### src/rtl/ccip_nic_transmitter_if.sv
// ccip_nic_transmitter_if: CCI-P subset types and the RPC / c1 write bus of the NIC transmitter.
package ccip_nic_pkg;
    localparam int LMAX_CCIP_BATCH = 5;
    typedef logic [41:0] t_ccip_clAddr;
    typedef logic [511:0] t_ccip_clData;
    typedef enum logic [1:0] {eVC_VA = 2'd0, eVC_VL0 = 2'd1, eVC_VH0 = 2'd2, eVC_VH1 = 2'd3} t_ccip_vc;
    typedef enum logic [1:0] {eCL_LEN_1 = 2'd0, eCL_LEN_2 = 2'd1, eCL_LEN_4 = 2'd3} t_ccip_clLen;
    typedef enum logic [3:0] {
        eREQ_WRLINE_I = 4'h0,
        eREQ_WRLINE_M = 4'h1,
        eREQ_WRPUSH_I = 4'h2,
        eREQ_WRFENCE  = 4'h4,
        eREQ_INTR     = 4'h6
    } t_ccip_c1_req;
    typedef struct packed {
        logic [5:0]   rsvd2;
        t_ccip_vc     vc_sel;
        logic         sop;
        logic         rsvd1;
        t_ccip_clLen  cl_len;
        t_ccip_c1_req req_type;
        logic [5:0]   rsvd0;
        t_ccip_clAddr address;
        logic [15:0]  mdata;
    } t_ccip_c1_ReqMemHdr;
    typedef struct packed {
        t_ccip_c1_ReqMemHdr hdr;
        t_ccip_clData       data;
        logic               valid;
    } t_if_ccip_c1_Tx;
    typedef struct packed {
        logic [31:0] rpc_id;
        logic [31:0] fn_id;
        logic [63:0] argl;
        logic [63:0] argv;
    } RpcIf;
endpackage

interface ccip_nic_transmitter_if import ccip_nic_pkg::*; #(parameter int LMAX_NUM_OF_FLOWS = 1);
    RpcIf                         rpc_in;
    logic                         rpc_in_valid;
    logic [LMAX_NUM_OF_FLOWS-1:0] rpc_flow_id_in;
    logic                         ccip_tx_ready;
    logic                         sRx_c1TxAlmFull;
    t_if_ccip_c1_Tx               sTx_c1;
    modport master(output rpc_in, rpc_in_valid, rpc_flow_id_in, sRx_c1TxAlmFull, input ccip_tx_ready, sTx_c1);
    modport slave(input rpc_in, rpc_in_valid, rpc_flow_id_in, sRx_c1TxAlmFull, output ccip_tx_ready, sTx_c1);
endinterface

### src/rtl/ccip_nic_transmitter.sv
// ccip_nic_transmitter: writes each accepted RPC as one cache line into its flow's host ring buffer.
module single_clock_wr_ram #(
    parameter int DATA_WIDTH = 1,
    parameter int ADR_WIDTH  = 1
) (
    input  logic                  clk,
    input  logic                  we,
    input  logic [ADR_WIDTH-1:0]  read_address,
    input  logic [ADR_WIDTH-1:0]  write_address,
    input  logic [DATA_WIDTH-1:0] d,
    output logic [DATA_WIDTH-1:0] q
);
    logic [DATA_WIDTH-1:0] mem [2**ADR_WIDTH];
    // registered read; a same-address write in the same cycle returns the old word
    always_ff @(posedge clk) begin
        if (we) mem[write_address] <= d;
        q <= mem[read_address];
    end
endmodule

module ccip_nic_transmitter import ccip_nic_pkg::*; #(
    parameter int NIC_ID             = 0,
    parameter int LMAX_NUM_OF_FLOWS  = 1,
    parameter int LMAX_TX_QUEUE_SIZE = 1
) (
    input  logic                          clk,
    input  logic                          reset,
    input  logic [LMAX_NUM_OF_FLOWS-1:0]  number_of_flows,
    input  t_ccip_clAddr                  tx_base_addr,
    input  logic [LMAX_CCIP_BATCH-1:0]    l_tx_batch_size,
    input  logic [LMAX_TX_QUEUE_SIZE:0]   tx_queue_size,
    input  logic                          start,
    input  logic                          initialize,
    output logic                          initialized,
    output logic                          error,
    input  logic                          lb_select,
    output logic                          pdrop_tx_flows_out,
    output logic [63:0]                   debug_out,
    ccip_nic_transmitter_if.slave         bus
);
    localparam int LF = LMAX_NUM_OF_FLOWS;
    localparam int LQ = LMAX_TX_QUEUE_SIZE;
    localparam logic [LQ:0] QMAX = {1'b1, {LQ{1'b0}}};

    if (NIC_ID < 0) begin : g_bad_nic_id
        $error("ccip_nic_transmitter: NIC_ID must be non-negative");
    end

    typedef enum logic {IDLE, CLEAR} t_state;
    t_state             state;
    logic [LF-1:0]      init_addr;
    logic               accept, bad_cfg;
    logic               s1_valid, s3_valid;
    logic [LF-1:0]      s1_flow, s2_flow, s3_flow;
    RpcIf               s1_rpc;
    t_ccip_vc           s1_vc;
    logic [LQ-1:0]      q, slot, next, s2_next, s3_next;
    logic [LQ:0]        slot_inc;
    logic               ram_we;
    logic [LF-1:0]      ram_wa;
    logic [LQ-1:0]      ram_d;
    t_ccip_c1_ReqMemHdr hdr;

    assign bus.ccip_tx_ready = initialized & start & ~bus.sRx_c1TxAlmFull;
    assign accept = bus.rpc_in_valid & bus.ccip_tx_ready & (bus.rpc_flow_id_in <= number_of_flows);
    assign bad_cfg = (tx_queue_size == '0) || (tx_queue_size > QMAX)
                   || ((32'd1 << l_tx_batch_size) > 32'(tx_queue_size));

    // the clear sequence owns the write port; otherwise stage 2 stores the advanced pointer
    assign ram_we = (state == CLEAR) | bus.sTx_c1.valid;
    assign ram_wa = (state == CLEAR) ? init_addr : s2_flow;
    assign ram_d  = (state == CLEAR) ? '0 : s2_next;

    single_clock_wr_ram #(.DATA_WIDTH(LQ), .ADR_WIDTH(LF)) ptr_ram (
        .clk           (clk),
        .we            (ram_we),
        .read_address  (bus.rpc_flow_id_in),
        .write_address (ram_wa),
        .d             (ram_d),
        .q             (q)
    );

    // slot comes from the newest in-flight pointer of the same flow: stage 2 is not yet written,
    // and the entry written last cycle collided with our read, which returned the stale word
    always_comb begin
        slot = (bus.sTx_c1.valid && s2_flow == s1_flow) ? s2_next :
               (s3_valid && s3_flow == s1_flow) ? s3_next : q;
        slot_inc = {1'b0, slot} + (LQ+1)'(1);
        next = (slot_inc == tx_queue_size) ? '0 : slot_inc[LQ-1:0];
        hdr = '0;
        hdr.vc_sel = s1_vc;
        hdr.sop = 1'b1;
        hdr.cl_len = eCL_LEN_1;
        hdr.req_type = eREQ_WRLINE_I;
        hdr.address = tx_base_addr + (t_ccip_clAddr'(s1_flow) << LQ) + t_ccip_clAddr'(slot);
    end

    // pointer-table clear: one address per cycle, then initialized stays set until reset
    always_ff @(posedge clk or posedge reset) begin
        if (reset) begin
            state <= IDLE;
            init_addr <= '0;
            initialized <= 1'b0;
        end else if (state == IDLE) begin
            if (initialize && !initialized) begin
                state <= CLEAR;
                init_addr <= '0;
            end
        end else if (&init_addr) begin
            state <= IDLE;
            initialized <= 1'b1;
        end else begin
            init_addr <= init_addr + LF'(1);
        end
    end

    // sticky flag for an unusable ring configuration while enabled
    always_ff @(posedge clk or posedge reset) begin
        if (reset) error <= 1'b0;
        else if (start && bad_cfg) error <= 1'b1;
    end

    // three-stage write pipeline plus drop pulse and issued-line counter
    always_ff @(posedge clk or posedge reset) begin
        if (reset) begin
            s1_valid <= 1'b0;
            s1_flow <= '0;
            s1_rpc <= '0;
            s1_vc <= eVC_VH0;
            s2_flow <= '0;
            s2_next <= '0;
            s3_valid <= 1'b0;
            s3_flow <= '0;
            s3_next <= '0;
            bus.sTx_c1 <= '0;
            pdrop_tx_flows_out <= 1'b0;
            debug_out <= '0;
        end else begin
            s1_valid <= accept;
            s1_flow <= bus.rpc_flow_id_in;
            s1_rpc <= bus.rpc_in;
            s1_vc <= lb_select ? eVC_VL0 : eVC_VH0;
            bus.sTx_c1.valid <= s1_valid;
            bus.sTx_c1.hdr <= hdr;
            bus.sTx_c1.data <= t_ccip_clData'(s1_rpc);
            s2_flow <= s1_flow;
            s2_next <= next;
            s3_valid <= bus.sTx_c1.valid;
            s3_flow <= s2_flow;
            s3_next <= s2_next;
            pdrop_tx_flows_out <= bus.rpc_in_valid & ~accept;
            debug_out <= debug_out + 64'(bus.sTx_c1.valid);
        end
    end
endmodule

### src/flat_wrapper.sv
// flat-port wrapper written by rule: the top's interface ports become plain ports
module ccip_nic_transmitter_flat import ccip_nic_pkg::*;
#(
    parameter int NIC_ID             = 0,
    parameter int LMAX_NUM_OF_FLOWS  = 1,
    parameter int LMAX_TX_QUEUE_SIZE = 1
)
  (clk, reset, number_of_flows, tx_base_addr, l_tx_batch_size, tx_queue_size, start, initialize, initialized, error, lb_select, pdrop_tx_flows_out, debug_out, bus_rpc_in, bus_rpc_in_valid, bus_rpc_flow_id_in, bus_sRx_c1TxAlmFull, bus_ccip_tx_ready, bus_sTx_c1);
  ccip_nic_transmitter_if #(.LMAX_NUM_OF_FLOWS(LMAX_NUM_OF_FLOWS)) bus_i ();
  input  logic clk;
  input  logic reset;
  input  logic [LMAX_NUM_OF_FLOWS-1:0] number_of_flows;
  input  t_ccip_clAddr tx_base_addr;
  input  logic [LMAX_CCIP_BATCH-1:0] l_tx_batch_size;
  input  logic [LMAX_TX_QUEUE_SIZE:0] tx_queue_size;
  input  logic start;
  input  logic initialize;
  output logic initialized;
  output logic error;
  input  logic lb_select;
  output logic pdrop_tx_flows_out;
  output logic [63:0] debug_out;
  input wire logic [$bits(bus_i.rpc_in)-1:0] bus_rpc_in;
  input wire logic [$bits(bus_i.rpc_in_valid)-1:0] bus_rpc_in_valid;
  input wire logic [$bits(bus_i.rpc_flow_id_in)-1:0] bus_rpc_flow_id_in;
  input wire logic [$bits(bus_i.sRx_c1TxAlmFull)-1:0] bus_sRx_c1TxAlmFull;
  output wire logic [$bits(bus_i.ccip_tx_ready)-1:0] bus_ccip_tx_ready;
  output wire logic [$bits(bus_i.sTx_c1)-1:0] bus_sTx_c1;
  assign bus_i.rpc_in = bus_rpc_in;
  assign bus_i.rpc_in_valid = bus_rpc_in_valid;
  assign bus_i.rpc_flow_id_in = bus_rpc_flow_id_in;
  assign bus_i.sRx_c1TxAlmFull = bus_sRx_c1TxAlmFull;
  assign bus_ccip_tx_ready = bus_i.ccip_tx_ready;
  assign bus_sTx_c1 = bus_i.sTx_c1;
  ccip_nic_transmitter #(.NIC_ID(NIC_ID), .LMAX_NUM_OF_FLOWS(LMAX_NUM_OF_FLOWS), .LMAX_TX_QUEUE_SIZE(LMAX_TX_QUEUE_SIZE)) u_core (.clk(clk), .reset(reset), .number_of_flows(number_of_flows), .tx_base_addr(tx_base_addr), .l_tx_batch_size(l_tx_batch_size), .tx_queue_size(tx_queue_size), .start(start), .initialize(initialize), .initialized(initialized), .error(error), .lb_select(lb_select), .pdrop_tx_flows_out(pdrop_tx_flows_out), .debug_out(debug_out), .bus(bus_i));
endmodule
### config.mk
export PLATFORM = sky130hd
export DESIGN_NAME = ccip_nic_transmitter_flat
export DESIGN_NICKNAME = d
export VERILOG_FILES = /design/src/rtl/ccip_nic_transmitter_if.sv /design/src/rtl/ccip_nic_transmitter.sv /design/src/flat_wrapper.sv
export SDC_FILE = /design/constraint.sdc
export NUM_CORES = 1
export LEC_CHECK = 0
export ABC_CLOCK_PERIOD_IN_PS = 19300
export CAP_MARGIN = 25
export CORE_AREA = 2 2 356 358
export CTS_BUF_LIST = sky130_fd_sc_hd__clkbuf_4 sky130_fd_sc_hd__clkbuf_8
export DETAILED_ROUTE_END_ITERATION = 10
export DIE_AREA = 0 0 358 360
export GPL_TIMING_DRIVEN = 0
export SYNTH_ARGS = -nofsm -noshare
export SYNTH_HDL_FRONTEND = slang
export SYNTH_SLANG_ARGS = --single-unit
### constraint.sdc
create_clock -name clk -period 19.3 [get_ports clk]
set_clock_uncertainty 0.1 [all_clocks]
set_input_delay 3.86 -clock clk [delete_from_list [all_inputs] [get_ports clk]]
set_output_delay 3.86 -clock clk [all_outputs]
set_load 0.01 [all_outputs]
# Yosys cells after proc, flatten, opt, wreduce, memory -nomap -nowiden
# Memory sizes are Yosys's and may differ from the RTL's. A register that Yosys moved wholly into a read port is not among the register bits.
# Cells that the tools add are included.
totals:
  input_bits: 250
  memories: 1
  ram_bits: 2
  output_inout_bits: 661
  ff_bits: 508
  elab_cells: 68
classes:
  eq_ne: 3
  shift: 1
  muxes: 14
  bitwise_logic: 8
  addsub: 5
  reduce_logical: 10
  order_cmp: 3
memory_table:
  columns: ["name", "depth", "width", "read_ports", "rd_clocked_by_memory_dff", "write_ports", "line_no", "source"]
  rows:
  - ["u_core.ptr_ram.mem", 2, 1, 1, 1, 1, "ccip_nic_transmitter.sv:13", "logic [DATA_WIDTH-1:0] mem [2**ADR_WIDTH];"]
op_table:
  columns: ["operator", "n"]
  rows:
  - ["adder 64 x 1 -> 64 bit", 1]
  - ["adder 42 x 1 -> 42 bit", 1]
  - ["adder 42 x 2 -> 42 bit", 1]
  - ["greater-than comparator 32 x 2 -> 1 bit", 1]
  - ["<< shifter 1 x 5 -> 32 bit, first input constant", 1]
  - ["2-to-1 mux 1 bit", 13]
  - ["AND 1 bit", 5]
  - ["logical AND 1 bit", 4]
  - ["adder 1 x 1 -> 2 bit, second input constant", 1]
  - ["== test 1 bit", 2]
  - ["== test 2 bit", 1]
  - ["greater-than comparator 2 bit, second input constant", 1]
  - ["logical NOT 2 bit", 1]
  - ["logical OR 1 bit", 2]
  - ["2-to-1 mux 2 bit", 1]
  - ["NOT 1 bit", 2]
  - ["AND reduction 2 bit", 1]
  - ["nonzero test 2 bit", 1]
  - ["adder 1 bit, second input constant", 1]
  - ["<= comparator 1 bit", 1]
  - ["logical NOT 1 bit", 1]
  - ["OR 1 bit", 1]

# Depth between registers and ports, before layout
logic_depth:
  ltp_word: 7
  mapped_depth: 12
  ltp_nobuf: 11

# Cells and area by module
# Synthesis repeated with hierarchy kept, for this count alone.
hier_totals:
  cells_unflattened: 1230
  area_unflattened_um2: 17857.1
modules_own_cells:
  columns: ["mod", "cells_per_inst", "instances", "area_each_um2", "seq_area_each_um2"]
  rows:
  - ["ccip_nic_transmitter", 1224, 1, 17749.5, 12713.4]
  - ["single_clock_wr_ram", 6, 1, 107.6, 80.1]

# Least setup slack after synthesis
# No wires, ideal clock.
synth_path:
  path_type: "input -> output"
  startpoint: "input port start"
  endpoint: "output port bus_ccip_tx_ready"
  cell_stages: 2
  slack_ps: 11259
  n_path_buf: 0
  arrival_time_ps: 4081
  required_ps: 15340
  path_cell_list: "nand2_1 nor2_1"
synth_between:
  elab_chain_cells: 2
synth_rtl:
  columns: ["item", "line_no", "source"]
  rows:
  - ["from (decl)", "flat_wrapper.sv:16", "input logic start;"]
  - ["AND 1 bit (2 in series)", "ccip_nic_transmitter.sv:64", "assign bus.ccip_tx_ready = initialized & start & ~bus.sRx_c1TxAlmFull;"]
  - ["to (decl)", "flat_wrapper.sv:27", "output wire logic [$bits(bus_i.ccip_tx_ready)-1:0] bus_ccip_tx_ready;"]
# No other way between the ends.

# Worst setup path in the final report
layout_path:
  startpoint: "input port bus_sRx_c1TxAlmFull"
  endpoint: "output port bus_ccip_tx_ready"
layout_between:
  elab_chain_cells: 2
layout_rtl:
  columns: ["item", "line_no", "source"]
  rows:
  - ["from (decl)", "flat_wrapper.sv:26", "input wire logic [$bits(bus_i.sRx_c1TxAlmFull)-1:0] bus_sRx_c1TxAlmFull;"]
  - ["NOT 1 bit", "ccip_nic_transmitter.sv:64", null]
  - ["AND 1 bit", "ccip_nic_transmitter.sv:64", null]
# No other way between the ends.

==> results.json <==
{
  "coreArea_sq_mm": 0.1249,
  "firstDrtPassIters": 4,
  "synth_top_family_by_area": "buffers and inverters",
  "place_area_sq_mm": 0.02695,
  "seq_power_share_pct": 44.1,
  "rr_startpoint": "u_core.s1_flow$_DFF_PP0_",
  "nNetsFinal": 2495,
  "status": "complete, no violations",
  "whs_ns": 0.2130,
  "peakVddDrop_mv": 0.04333,
  "synth.yosys.seq_area_share_pct": 71.55,
  "clock_sinks": 511,
  "final_common_cell": "clkdlybuf4s50_1",
  "die_height_microns": 360,
  "grt_pass1_wl_mm": 78.58,
  "final_area_sq_mm": 0.02914,
  "synth_mux_area_share_pct": 0.1190,
  "whs_path_depth": 0,
  "p_int_uw": 1961,
  "highest_layer": "met5",
  "drc": 0,
  "startpoint_type": "input port",
  "vias_per_cell": 2.884,
  "dr_wl_met3_mm": 7.197,
  "cts_resized": 0,
  "die_area_sq_mm": 0.1289,
  "io_pins": 911,
  "power_uw": 2597,
  "ys_dominant_reg_cell": "dfrtp_1",
  "min_to": "u_core.bus.sTx_c1[57]$_DFF_PP0_",
  "yosysWarnings": 0,
  "finalNonFillerCells": 3965,
  "antenna_found_initial": 14,
  "synthTopCellsByArea": "dfrtp_1 71%, buf_4 15%, xnor2_1 3.1%, xor2_1 2.1%, nand4_1 1.3%",
  "swShare_pct": 24.51,
  "area_growth_syn_to_layout_pct": 62.95,
  "syn_area_per_cell_sq_um": 14.49,
  "syn_inst": 1234,
  "numCtsBuffers": 89,
  "yosysTopAreaCell": "dfrtp_1",
  "drv_slew": 0,
  "synth_xor_area_share_pct": 5.143,
  "drive_gt1_share_pct": 23.27,
  "powerDensity_mw_per_mm2": 89.14,
  "tightest_slew_ns": 0.9937,
  "timing.final.crit_period_ns": 9.126,
  "required_ns": 15.34,
  "wl_met2_mm": 26.34,
  "met1_length_mm": 21.16,
  "hold_class": "register to register",
  "fmax_mhz": 109.6,
  "pwr-share-clk_pct": 45.6,
  "rsz0062_at_grt": "false",
  "dp_cells": 3797,
  "htreeDepth": 3,
  "max-slew-margin-rel_pct": 33.51,
  "fillCellCount": 13219,
  "overflow": 0,
  "dp_hpwl_mm": 44.32,
  "dp_slack_ns": 10.17,
  "port_buffers": 555,
  "hold_viol": 0,
  "comb_power_share_pct": 10.3,
  "power_switching_uw": 636.5,
  "max-clock-path-buffers": 3,
  "ant_nets": 0,
  "synth_top_area_share_pct": 70.96,
  "cts_setup_buffers": 0,
  "grt_max_degree": 136,
  "cts-root-buf": "clkbuf_8",
  "start_util_pct": 14.31,
  "clk_latency_ns": 0.75,
  "critPathCaptureType": "output pin",
  "holdBufCountCts": 0,
  "globalplace.congestion": 0.7716,
  "ys_types": 40,
  "die_w_microns": 358,
  "crit_fanout": 2,
  "ff2ff_path_depth": 12,
  "grt_usage_pct": 8.437,
  "synth-simple-area-share_pct": 6.921,
  "ys_async_sr_fraction_pct": 99.41,
  "grt_pass1_vias": 11329,
  "timing.final.ws_setup_ns": 10.17,
  "cts_tree": "built",
  "setup_viol": 0,
  "clk_pin_slew_worst_paths_ns": 0.06,
  "worstSetupPathType": "input port to output pin",
  "ys_ff_latch": 511,
  "r2r_slack_ns": 15.18,
  "synth-compound-area-share_pct": 0.2799,
  "num_vias": 11436,
  "p_leak_uw": 0.01338,
  "synth_edf_count": 2,
  "synthesis.area_sq_mm": 0.01788,
  "layout.cells.most_common_list": "555 x clkdlybuf4s50_1, 507 x dfrtp_1, 356 x conb_1",
  "min-delay-start": "u_core.s1_rpc[56]$_DFF_PP0_",
  "cap_violations": 0,
  "rows": 130,
  "wl_per_cell_microns": 14.22,
  "synthAdderAreaFrac_pct": 0.5318,
  "crit_arrival_ns": 5.17,
  "routed_wirelength_mm": 56.38,
  "reg2reg_to": "u_core.bus.sTx_c1[563]$_DFF_PP0_",
  "period_share_pct": 47.28,
  "drt_iter0_drc": 512
}
## routing by layer
metal,GRT usage [%],vias to the layer above
li1,-,5298
met2,13.47,602
met5,0,-
met1,9.349,5405
met4,3.405,16
met3,4.482,115
## Yosys cell counts (7+ instances only)
cell type	n
and4_1	10
xnor2_1	63
dfrtp_1	507
nor3_1	12
nand2_1	44
nor2_1	29
nand2b_1	7
nand3_1	35
and3_1	17
nand4_1	36
inv_1	17
buf_4	355
xor2_1	42
nor4_1	7
## worst max-delay path, cell delays in order
cell and delay (ns):
clkdlybuf4s50_1 0.50, nor2_1 0.23, clkdlybuf4s50_1 0.58
## state kept, by name, summed over array words and instances, names as in the netlist
| register | flops |
|---|---|
| u_core.error | 1 |
| u_core.s1_flow | 1 |
| u_core.ptr_ram.q | 1 |
| u_core.ptr_ram.mem | 2 |
| u_core.init_addr | 1 |
| u_core.s3_flow | 1 |
| u_core.state | 1 |
| u_core.debug_out | 64 |
| u_core.s2_next | 1 |
| u_core.s1_vc | 2 |
| u_core.s2_flow | 1 |
| u_core.s1_rpc | 192 |
| u_core.s3_next | 1 |
| u_core.s1_valid | 1 |
| u_core.s3_valid | 1 |
| u_core.pdrop_tx_flows_out | 1 |
| u_core.initialized | 1 |
| u_core.bus.sTx_c1 | 238 |
## area by class of cell
cell class,count,area [sq um],share of cell area [%]
Multi-Input combinational cell,700,3660,12.56
Inverter,17,71.32,0.2448
Timing Repair Buffer,559,5665,19.45
Clock buffer,125,1645,5.647
Sequential cell,511,12790,43.91
Tap cell,1650,2064,7.086
Antenna cell,7,17.52,0.06012
Clock inverter,36,526.8,1.808
Buffer,360,2691,9.237
## worst max path at each step
stage                                             endpoint  slack [ns]                 from
after CTS                                bus_ccip_tx_ready       10.16  bus_sRx_c1TxAlmFull
after floorplan             u_core.bus.sTx_c1[0]$_DFF_PP0_        1.16                reset
after detailed placement                 bus_ccip_tx_ready       10.17  bus_sRx_c1TxAlmFull
after global routing                     bus_ccip_tx_ready       10.13                start
after global placement    u_core.bus.sTx_c1[106]$_DFF_PP0_       -5.07                reset
final                                    bus_ccip_tx_ready       10.17  bus_sRx_c1TxAlmFull
## power by group through the flow
stage / Combinational (uW) / Clock [uW] / Sequential, uW
2_1_floorplan: 109 / 0 / 1180
3_3_place_gp: 264 / 0 / 1170
3_5_place_dp: 268 / 0 / 1160
4_1_cts: 269 / 1240 / 1150
5_1_grt: 290 / 1290 / 1150
6_report: 268 / 1180 / 1140
## metrics by stage
step | utilization [%] | setup TNS, ns
5_1_grt | 23.32 | 0
4_1_cts | 23.31 | 0
3_3_place_gp | 21.48 | -2523.84
3_5_place_dp | 21.57 | 0
2_1_floorplan | - | 0
6_report | 23.32 | 0
## cell families (layout without fill, tap and decap cells)
logic type      count (synthesis)  in the layout
mux                             2              2
xor+xnor                      105            105
buf+inv                       377           1097
other cells                     2            363
compound gates                  9              9
simple gates                  221            221
fa+ha+maj                       7              7
flops                         511            511
Note: power is estimated with default switching activity, not from simulation.
